<file path="src/rtl/dram_weight_fetch_pkg.sv">
// Shared definitions for the layer-weight DRAM read master.
// Holds the fetch FSM state encoding, default widths and the FIFO word-width helper.
package dram_weight_fetch_pkg;

    localparam int DEF_D_WIDTH    = 4;
    localparam int DEF_A_WIDTH    = 22;
    localparam int DEF_LEN_WIDTH  = 23;
    localparam int DEF_FIFO_DEPTH = 4;

    typedef enum logic [1:0] {
        ST_IDLE  = 2'd0,
        ST_FETCH = 2'd1,
        ST_DRAIN = 2'd2
    } state_t;

    // Buffer word = {last, [run], data}; run only travels with the selective stream.
    function automatic int fifo_word_width(input int d_width, input int len_width, input bit with_run);
        return d_width + 1 + (with_run ? len_width : 0);
    endfunction

endpackage

</file>
<file path="src/rtl/dram_fetch_fifo.sv">
// Synchronous first-word-fall-through FIFO used as the output buffer of the weight fetcher.
// Read data is zero while empty so downstream never sees stale words after a flush.
module dram_fetch_fifo #(
    parameter int WIDTH = 5,
    parameter int DEPTH = 4,
    localparam int AW = $clog2(DEPTH),
    localparam int CW = $clog2(DEPTH + 1)
) (
    input  logic             clk,
    input  logic             rst,
    input  logic             push,
    input  logic [WIDTH-1:0] wdata,
    input  logic             pop,
    output logic [WIDTH-1:0] rdata,
    output logic             empty,
    output logic [CW-1:0]    count
);

    logic [WIDTH-1:0] mem [DEPTH];
    logic [AW-1:0]    wr_ptr_reg;
    logic [AW-1:0]    rd_ptr_reg;
    logic [CW-1:0]    count_reg;
    logic             full;
    logic             push_ok;
    logic             pop_ok;

    assign empty   = (count_reg == '0);
    assign full    = (count_reg == CW'(DEPTH));
    // A push into a full buffer is fine when the head leaves on the same edge.
    assign push_ok = push && (!full || pop);
    assign pop_ok  = pop && !empty;
    assign count   = count_reg;
    assign rdata   = empty ? '0 : mem[rd_ptr_reg];

    // Storage write; contents are don't-care until pointed at, so no reset.
    always_ff @(posedge clk) begin
        if (push_ok) begin
            mem[wr_ptr_reg] <= wdata;
        end
    end

    // Pointer and occupancy bookkeeping; DEPTH is a power of two so pointers wrap naturally.
    always_ff @(posedge clk) begin
        if (rst) begin
            wr_ptr_reg <= '0;
            rd_ptr_reg <= '0;
            count_reg  <= '0;
        end else begin
            if (push_ok) begin
                wr_ptr_reg <= wr_ptr_reg + AW'(1);
            end
            if (pop_ok) begin
                rd_ptr_reg <= rd_ptr_reg + AW'(1);
            end
            case ({push_ok, pop_ok})
                2'b10:   count_reg <= count_reg + CW'(1);
                2'b01:   count_reg <= count_reg - CW'(1);
                default: count_reg <= count_reg;
            endcase
        end
    end

endmodule

</file>
<file path="src/rtl/dram_weight_fetch.sv">
// Read-side master for the layer weight DRAM: walks a contiguous address range, absorbs the
// one-cycle read latency and streams words to the MAC array over valid/ready.
// Optional selective (run-length) stream enabled by defining SEL_SKIP_EN.
module dram_weight_fetch
    import dram_weight_fetch_pkg::*;
#(
    parameter int D_WIDTH    = DEF_D_WIDTH,
    parameter int A_WIDTH    = DEF_A_WIDTH,
    parameter int LEN_WIDTH  = DEF_LEN_WIDTH,
    parameter int FIFO_DEPTH = DEF_FIFO_DEPTH
) (
    input  logic                 clk,
    input  logic                 rst,
    input  logic                 start,
    input  logic [A_WIDTH-1:0]   base_addr,
    input  logic [LEN_WIDTH-1:0] len,
    output logic                 busy,
    output logic                 done,
    output logic                 rce,
    output logic [A_WIDTH-1:0]   ra,
    input  logic [D_WIDTH-1:0]   rq,
    output logic                 m_valid,
    input  logic                 m_ready,
    output logic [D_WIDTH-1:0]   m_data,
    output logic                 m_last
`ifdef SEL_SKIP_EN
    ,
    output logic [LEN_WIDTH-1:0] m_run
`endif
);

`ifdef SEL_SKIP_EN
    localparam bit WITH_RUN = 1'b1;
`else
    localparam bit WITH_RUN = 1'b0;
`endif
    localparam int FW    = fifo_word_width(D_WIDTH, LEN_WIDTH, WITH_RUN);
    localparam int CNT_W = $clog2(FIFO_DEPTH + 1);
    localparam int OCC_W = CNT_W + 2;

    state_t               state_reg, state_next;
    logic [A_WIDTH-1:0]   base_reg, base_next;
    logic [LEN_WIDTH-1:0] len_reg, len_next;
    logic [LEN_WIDTH-1:0] idx_reg, idx_next;
    logic                 rce_reg, rce_next;
    logic [A_WIDTH-1:0]   ra_reg, ra_next;
    logic                 rce_last_reg, rce_last_next;
    logic                 rd_pend_reg;
    logic                 rd_last_reg;
    logic                 done_reg, done_next;

    logic                 fifo_push;
    logic [FW-1:0]        fifo_wdata;
    logic                 fifo_pop;
    logic [FW-1:0]        fifo_rdata;
    logic                 fifo_empty;
    logic [CNT_W-1:0]     fifo_count;

    logic                 pend_slot;
    logic [OCC_W-1:0]     occupancy;
    logic [OCC_W-1:0]     occ_limit;
    logic                 can_issue;
    logic                 issue_last;

    assign busy     = (state_reg != ST_IDLE);
    assign done     = done_reg;
    assign rce      = rce_reg;
    assign ra       = ra_reg;
    assign m_valid  = !fifo_empty;
    assign fifo_pop = m_valid && m_ready;

    // Credits: every word issued but not yet handed downstream owns a buffer slot, including the
    // read on the bus, the word on rq and (selective stream) the pending run. A pop on this edge
    // frees its slot immediately, which keeps 1 word/cycle with a 4-deep buffer.
    assign occupancy  = OCC_W'(fifo_count) + OCC_W'(rce_reg) + OCC_W'(rd_pend_reg) + OCC_W'(pend_slot);
    assign occ_limit  = OCC_W'(FIFO_DEPTH) + OCC_W'(fifo_pop);
    assign can_issue  = (occupancy < occ_limit);
    assign issue_last = (idx_reg == (len_reg - LEN_WIDTH'(1)));

    // Next-state, address issue and done generation.
    always_comb begin
        state_next    = state_reg;
        base_next     = base_reg;
        len_next      = len_reg;
        idx_next      = idx_reg;
        rce_next      = 1'b0;
        ra_next       = ra_reg;
        rce_last_next = 1'b0;
        done_next     = 1'b0;
        case (state_reg)
            ST_IDLE: begin
                if (start) begin
                    if (len != '0) begin
                        // The buffer is empty here, so the first read goes out with the accept.
                        base_next     = base_addr;
                        len_next      = len;
                        rce_next      = 1'b1;
                        ra_next       = base_addr;
                        idx_next      = LEN_WIDTH'(1);
                        rce_last_next = (len == LEN_WIDTH'(1));
                        state_next    = (len == LEN_WIDTH'(1)) ? ST_DRAIN : ST_FETCH;
                    end else begin
                        done_next = 1'b1;
                    end
                end
            end
            ST_FETCH: begin
                if (can_issue) begin
                    rce_next      = 1'b1;
                    ra_next       = base_reg + idx_reg[A_WIDTH-1:0];
                    idx_next      = idx_reg + LEN_WIDTH'(1);
                    rce_last_next = issue_last;
                    if (issue_last) begin
                        state_next = ST_DRAIN;
                    end
                end
            end
            ST_DRAIN: begin
                if (fifo_pop && m_last) begin
                    done_next  = 1'b1;
                    state_next = ST_IDLE;
                end
            end
            default: state_next = ST_IDLE;
        endcase
    end

    // Control registers; reset aborts the job and drops any read still in flight.
    always_ff @(posedge clk) begin
        if (rst) begin
            state_reg    <= ST_IDLE;
            base_reg     <= '0;
            len_reg      <= '0;
            idx_reg      <= '0;
            rce_reg      <= 1'b0;
            ra_reg       <= '0;
            rce_last_reg <= 1'b0;
            rd_pend_reg  <= 1'b0;
            rd_last_reg  <= 1'b0;
            done_reg     <= 1'b0;
        end else begin
            state_reg    <= state_next;
            base_reg     <= base_next;
            len_reg      <= len_next;
            idx_reg      <= idx_next;
            rce_reg      <= rce_next;
            ra_reg       <= ra_next;
            rce_last_reg <= rce_last_next;
            rd_pend_reg  <= rce_reg;
            rd_last_reg  <= rce_last_reg;
            done_reg     <= done_next;
        end
    end

`ifdef SEL_SKIP_EN
    logic                 pend_valid_reg, pend_valid_next;
    logic [D_WIDTH-1:0]   pend_data_reg, pend_data_next;
    logic [LEN_WIDTH-1:0] pend_run_reg, pend_run_next;
    logic                 flush_reg, flush_next;

    assign pend_slot = pend_valid_reg;

    // Run-length stage: merge equal neighbours, push a run when the word changes, and
    // flush the final run with last set on the cycle after the final return.
    always_comb begin
        pend_valid_next = pend_valid_reg;
        pend_data_next  = pend_data_reg;
        pend_run_next   = pend_run_reg;
        flush_next      = 1'b0;
        fifo_push       = 1'b0;
        fifo_wdata      = '0;
        if (flush_reg) begin
            fifo_push       = 1'b1;
            fifo_wdata      = {1'b1, pend_run_reg, pend_data_reg};
            pend_valid_next = 1'b0;
            pend_run_next   = '0;
        end else if (rd_pend_reg) begin
            if (pend_valid_reg && (rq == pend_data_reg)) begin
                pend_run_next = pend_run_reg + LEN_WIDTH'(1);
            end else begin
                if (pend_valid_reg) begin
                    fifo_push  = 1'b1;
                    fifo_wdata = {1'b0, pend_run_reg, pend_data_reg};
                end
                pend_valid_next = 1'b1;
                pend_data_next  = rq;
                pend_run_next   = LEN_WIDTH'(1);
            end
            flush_next = rd_last_reg;
        end
    end

    // Pending-run registers; each job starts with the stage empty.
    always_ff @(posedge clk) begin
        if (rst) begin
            pend_valid_reg <= 1'b0;
            pend_data_reg  <= '0;
            pend_run_reg   <= '0;
            flush_reg      <= 1'b0;
        end else begin
            pend_valid_reg <= pend_valid_next;
            pend_data_reg  <= pend_data_next;
            pend_run_reg   <= pend_run_next;
            flush_reg      <= flush_next;
        end
    end

    assign m_data = fifo_rdata[D_WIDTH-1:0];
    assign m_run  = fifo_rdata[D_WIDTH +: LEN_WIDTH];
    assign m_last = fifo_rdata[FW-1];
`else
    assign pend_slot  = 1'b0;
    assign fifo_push  = rd_pend_reg;
    assign fifo_wdata = {rd_last_reg, rq};
    assign m_data     = fifo_rdata[D_WIDTH-1:0];
    assign m_last     = fifo_rdata[FW-1];
`endif

    dram_fetch_fifo #(
        .WIDTH (FW),
        .DEPTH (FIFO_DEPTH)
    ) u_fifo (
        .clk   (clk),
        .rst   (rst),
        .push  (fifo_push),
        .wdata (fifo_wdata),
        .pop   (fifo_pop),
        .rdata (fifo_rdata),
        .empty (fifo_empty),
        .count (fifo_count)
    );

endmodule
</file>
<file path="config.mk">
export PLATFORM = sky130hd
export DESIGN_NAME = dram_weight_fetch
export DESIGN_NICKNAME = d
export VERILOG_FILES = /design/src/rtl/dram_weight_fetch_pkg.sv /design/src/rtl/dram_fetch_fifo.sv /design/src/rtl/dram_weight_fetch.sv
export SDC_FILE = /design/constraint.sdc
export NUM_CORES = 1
export LEC_CHECK = 0
export ABC_AREA = 1
export CORE_MARGIN = 2
export CORE_UTILIZATION = 38
export CTS_BUF_LIST = sky130_fd_sc_hd__clkbuf_8
export CTS_CLUSTER_DIAMETER = 50
export DETAILED_ROUTE_END_ITERATION = 8
export DONT_BUFFER_PORTS = 1
export GPL_TIMING_DRIVEN = 1
export PLACE_DENSITY = 0.62
export SETUP_SLACK_MARGIN = 0.1
export SYNTH_ARGS = -nofsm -noshare
export SYNTH_HDL_FRONTEND = slang
export SYNTH_SLANG_ARGS = --single-unit
</file>
<file path="constraint.sdc">
create_clock -name clk -period 6.87 [get_ports clk]
set_input_delay 0.687 -clock clk [delete_from_list [all_inputs] [get_ports clk]]
set_output_delay 0.687 -clock clk [all_outputs]
set_load 0.02 [all_outputs]
</file>
Word-level counts from Yosys, hierarchy flattened
Memories as Yosys holds them, arrays and structs flattened. A register that Yosys moved wholly into a read port is not among the register bits. Cells that the tools add are included.

Flip-flop bits (word level): 104. Bits in writable memories: 20. Output and inout bits: 31. Bits of input ports: 53. Memories: 1. Word-level logic and storage cells: 86.

Memory list: u_fifo.mem (words 4, width 5, read ports 1, clocked after Yosys merged registers in 1, wr ports 1, line dram_fetch_fifo.sv:19) `logic [WIDTH-1:0] mem [DEPTH];`.

Reduce and logical (&&, ||, !) cells: 16. Add/sub/neg operators: 10. Multiplexer cells: 33. Order comparisons: 1. Equal/unequal tests: 12.

Operator list (count): 23-bit 2-to-1 mux (3); 22-bit 2-to-1 mux (3); 23-bit one-hot mux with 2 select lines (1); 22-bit one-hot mux with 2 select lines (1); 23-bit by 1-bit adder with 23-bit output, second input constant (1); 23-bit by 1-bit == test with 1-bit output, second input constant (1); 23-bit == test (1); 23-bit nonzero test (1); 23-bit by 1-bit subtractor with 23-bit output, second input constant (1); 22-bit adder (1); 2-bit 2-to-1 mux (8); 1-bit 2-to-1 mux (11); 2-bit != test, second input constant (5); 1-bit one-hot mux with 2 select lines (3); 2-bit one-hot mux with 3 select lines (1); 3-bit one-hot mux with 2 select lines (1); 2-bit nonzero test (3); 4-bit by 1-bit adder with 5-bit output (1); 5-bit by 4-bit less-than comparator with 1-bit output (1); 5-bit 2-to-1 mux (1); 5-bit AND reduction (1); 2-bit by 1-bit adder with 2-bit output, second input constant (2); 3-bit by 1-bit adder with 4-bit output (1); 3-bit by 1-bit adder with 4-bit output, first input constant (1); other kinds (12) (18).

Depth between registers and ports, before layout
Depth in word-level cells: 7. Gate-level depth with buffers: 17.

Cells and area by module
A second synthesis with hierarchy kept.

Cells, all modules: 1115. Area, all modules: 7800.0 um^2.

By module, submodules not included: dram_weight_fetch (area each 6520.0 um^2, cells each 981, instances 1, sequential area each 1941.9 um^2); dram_fetch_fifo (area each 1280.0 um^2, cells each 134, instances 1, sequential area each 780.7 um^2).

Least setup slack after synthesis
No wires, ideal clock.

Path kind: register to register. Start point: register rce_reg, in the netlist rce. End point: register idx_reg[2]. Cell stages (with the launch flop): 14. Slack: 4620 ps. Arrival: 2131 ps. Required time: 6751 ps. Period minus slack after synthesis: 2250 ps. Setup time: 119 ps. Path buffers: 1. Cells stage by stage: dfxtp_1 > inv_1 > fa_1 > inv_1 > ha_1 > inv_1 > nand4_1 > a21oi_1 > nand2_1 > nand2_4 > inv_4 > buf_6 > nor3_1 > nor3_2.

Cells in the longest elaborated chain, start to end: 5.

Ends and longest elaborated chain: start, declared (line dram_weight_fetch.sv:45) `logic rce_reg, rce_next;`; start signal, assigned (line dram_weight_fetch.sv:146) `rce_reg <= rce_next;`; 3-bit by 1-bit adder with 4-bit output (line dram_weight_fetch.sv:75) `assign occupancy = OCC_W'(fifo_count) + OCC_W'(rce_reg) + OCC_W'(rd_pend_reg) + OCC_W'(pend_slot);`; 4-bit by 1-bit adder with 5-bit output (line dram_weight_fetch.sv:75); 5-bit by 4-bit less-than comparator with 1-bit output (line dram_weight_fetch.sv:77) `assign can_issue = (occupancy < occ_limit);`; 2-bit != test (no line); 4-bit AND reduction (no line); end signal, assigned (line dram_weight_fetch.sv:145) `idx_reg <= idx_next;`; end, declared (line dram_weight_fetch.sv:44) `logic [LEN_WIDTH-1:0] idx_reg, idx_next;`.

Every way passes these cells. A chain may end at the register's enable or synchronous reset.

Final worst setup path
Ends and elaborated chain as after synthesis.

==> results.md <==
- Storage element area: around 2700 sq um
- Worst hold slack: about 0.29 ns
- Startpoint Class: flip-flop
- Top post-synthesis cells by area: dfxtp_1, nand2_1, a21oi_1, edfxtp_1, nor2_1
- Vias per cell: 5.198
- Pre-antenna DRT Iters: 5
- Placed Cells: around 1.3k
- Initial Util: 38.65%
- IO buf count: 0
- Die height: 147.5 um
- LEAKAGE: between 3 and 4 nW
- Crit. End Element: flip-flop
- Synthesis Warnings: 0
- Number of global-route vias before repair: 6,871
- R2R setup slack: 3.84 ns
- Required time worst endpoint: approximately 7.2 ns
- Hold path depth: 1
- Number of DRC markers in iteration 0: 407
- Syn nets: ~1.2k
- Sequential power share: 36.9%
- Final cell count without fillers: around 1.4k
- Worst Path Max Fanout: between 40 and 50
- Final hold violations: 0
- Setup TNS: 0 ns
- Clock skew: roughly 0.015 ns
- Synth Register Bits: roughly 130
- Final Power: 3.178 mW
- H-tree level count: 4
- Fin crit share: around 44%
- Via count: about 7.2k
- Comb power frac: a little over two fifths
- Number of nets in the layout: ~1.2k
- Worst hold path class: in2reg
- Layout cells sized above 1: 6.583%
- Clock share of power: 21.2%
- Max-Cap Viols: 0
- Outcome: finished clean
- RR Startpoint: rce
- Fmax achieved: 330.2 MHz
- Post-synth ARST share: 0%
- Cell area after placement: ~7900 sq um
- Root Buffer Master: clkbuf_8
- Slew Viols, Final: 0
- Number of post-CTS setup repair buffers: 0
- HPWL Detailed: 15.80 mm
- DRC viols: 0
- Total track usage: approximately a fifth
- I/O pin count: 84
- Number of diodes: 0
- Hold Buf Count CTS: 0
- Area Growth Syn to Fin: 6.895%
- Net switching power: about 1.6 mW
- Setup CP Type: reg2reg
- Synthesized cell area: between 7000 and 8000 sq um
- Final Setup Violations: 0
- Clock sinks: between 100 and 150
- Worst Hold End: base_reg[3]
- PD cells: between 300 and 400 nW/um^2
- Clk buf depth: 2
- Pre-CTS worst setup slack: between 3 and 4 ns
- CTS tree: yes
- Design Area, Final: around 8400 sq um
- Sequential element share of the synthesized area: about a third
- Largest net degree at the start of global routing: 65
- CTS buffer count: 17
- Mean area per synthesized cell: around 7.0 sq um
- DRT antenna net count: 0
- Antenna violations before repair: 0
- VDD IR max: 0.1465 mV
- RSZ-0062 raised after global routing: false
- Post-layout minimum cycle time: 3.028 ns
- Clock latency on the worst-skew pair: around 0.46 ns
- Area of the multi-input gates: approximately 4400 sq um
- Commonest non-fill, non-tap cell in the layout: nand2_1
- Critical path arrival: approximately 3.4 ns
- Routed length per instance: between 15 and 20 um
- Die Wd: 147.5 um
- Global-route wire length before repair: approximately 35 mm
- Core ar.: between 20,000 and 25,000 sq um
- Synth area leader: dfxtp_1
- Reg-to-reg critical path endpoint: idx_reg[2]
- Slew HR: between 30% and 40%
- Final wirelength: between 20 and 25 mm
- Worst setup margin: slightly below 4 ns
- Final GP Congestion: ~0.89
- Yosys top cell area share: roughly 27%
- Die footprint: 21,750 sq um
- Top_reg_cell synth: dfxtp_1
- Switching share of power: about half
- Slew @ Worst Pin: between 0.9 and 1 ns
- Synth Instances: 1,120
- Clock slew at reported path FFs: ~0.10 ns
- EDFF count, synth: 20
- Fill cells: ~2.1k
- CTS resizes: 0
- Cell internal pwr: between 1.5 and 2 mW
- Worst hold start: rst
- Grt total ovfl: 0
- Distinct cells, synth: 50
- FP Rows: 52
- Post-Route Utilization: around two fifths
- Most frequent cells in the layout: nand2_1, nor2_1, a21oi_1
- Worst Reg-to-Reg Cells: 12
[logic make-up after synthesis]
logic type | count (synthesis) | synth area share [%]
flops | 126 | 34.81
xor+xnor | 50 | 5.599
compound gates | 238 | 15.92
buf+inv | 155 | 8.495
fa+ha+maj | 32 | 5.407
simple gates | 519 | 29.77
[how the worst max path moves through the flow]
stage | from | to | slack [ns]
final | rce | idx_reg[2] | 3.84
after global routing | rce | ra[17] | 3.52
after CTS | rce | idx_reg[2] | 3.81
after detailed placement | len[18] | ra[15] | 3.80
after global placement | len[18] | ra[15] | 3.89
after floorplan | rce | idx_reg[2] | 4.62
[power by group through the flow]
| stage | clock network [mW] | registers (mW) | logic, mW |
|---|---|---|---|
| 2_1_floorplan | 0 | 1.13 | 1.11 |
| 3_3_place_gp | 0 | 1.19 | 1.31 |
| 3_5_place_dp | 0 | 1.19 | 1.33 |
| 4_1_cts | 0.691 | 1.17 | 1.33 |
| 5_1_grt | 0.728 | 1.20 | 1.52 |
| 6_report | 0.675 | 1.17 | 1.33 |
[layer usage]
metal	up-vias	routed length [um]	GRT usage (%)	part of all wire (%)
li1	3668	-	-	-
met1	3258	10150	27.34	47
met2	205	9441	31.96	44
met3	37	1395	5.062	6.4
met4	0	643	7.308	3.0
met5	-	0	0	0
[critical path, stage by stage (launching register included)]
cell,delay (ns)
dfxtp_1,0.50
inv_1,0.13
fa_1,0.46
inv_1,0.07
ha_1,0.21
inv_1,0.05
nand4_1,0.08
a21oi_1,0.21
nand2_1,0.13
nand2_4,0.41
inv_4,0.31
nor3_1,0.28
nor3_2,0.06
[layout make-up]
type | count | share of cell area [%]
clock buffers | 17 | 2.799
clock inverters | 15 | 2.215
inverters | 107 | 4.834
multi-input cells | 839 | 53.10
flip-flops and latches | 126 | 32.57
well taps | 270 | 4.041
repair buffers | 5 | 0.4490
[synthesized netlist by cell type (3+ instances only)]
cell type,number
edfxtp_1,20
nor2_1,146
buf_1,3
inv_1,103
nor3_2,6
o21ai_0,78
buf_2,10
nor3_1,14
nor2_2,3
a31oi_1,8
nand3_1,75
buf_4,8
dfxtp_1,106
nor4_2,3
buf_6,5
xor2_1,36
nand3_2,4
ha_1,29
a21o_1,4
xnor2_1,14
clkbuf_1,22
a21oi_1,135
o21ai_1,5
nand2_1,224
nand4_1,21
or2_2,4
fa_1,3
nand2_2,3
Power figures use the tool's default switching activity.
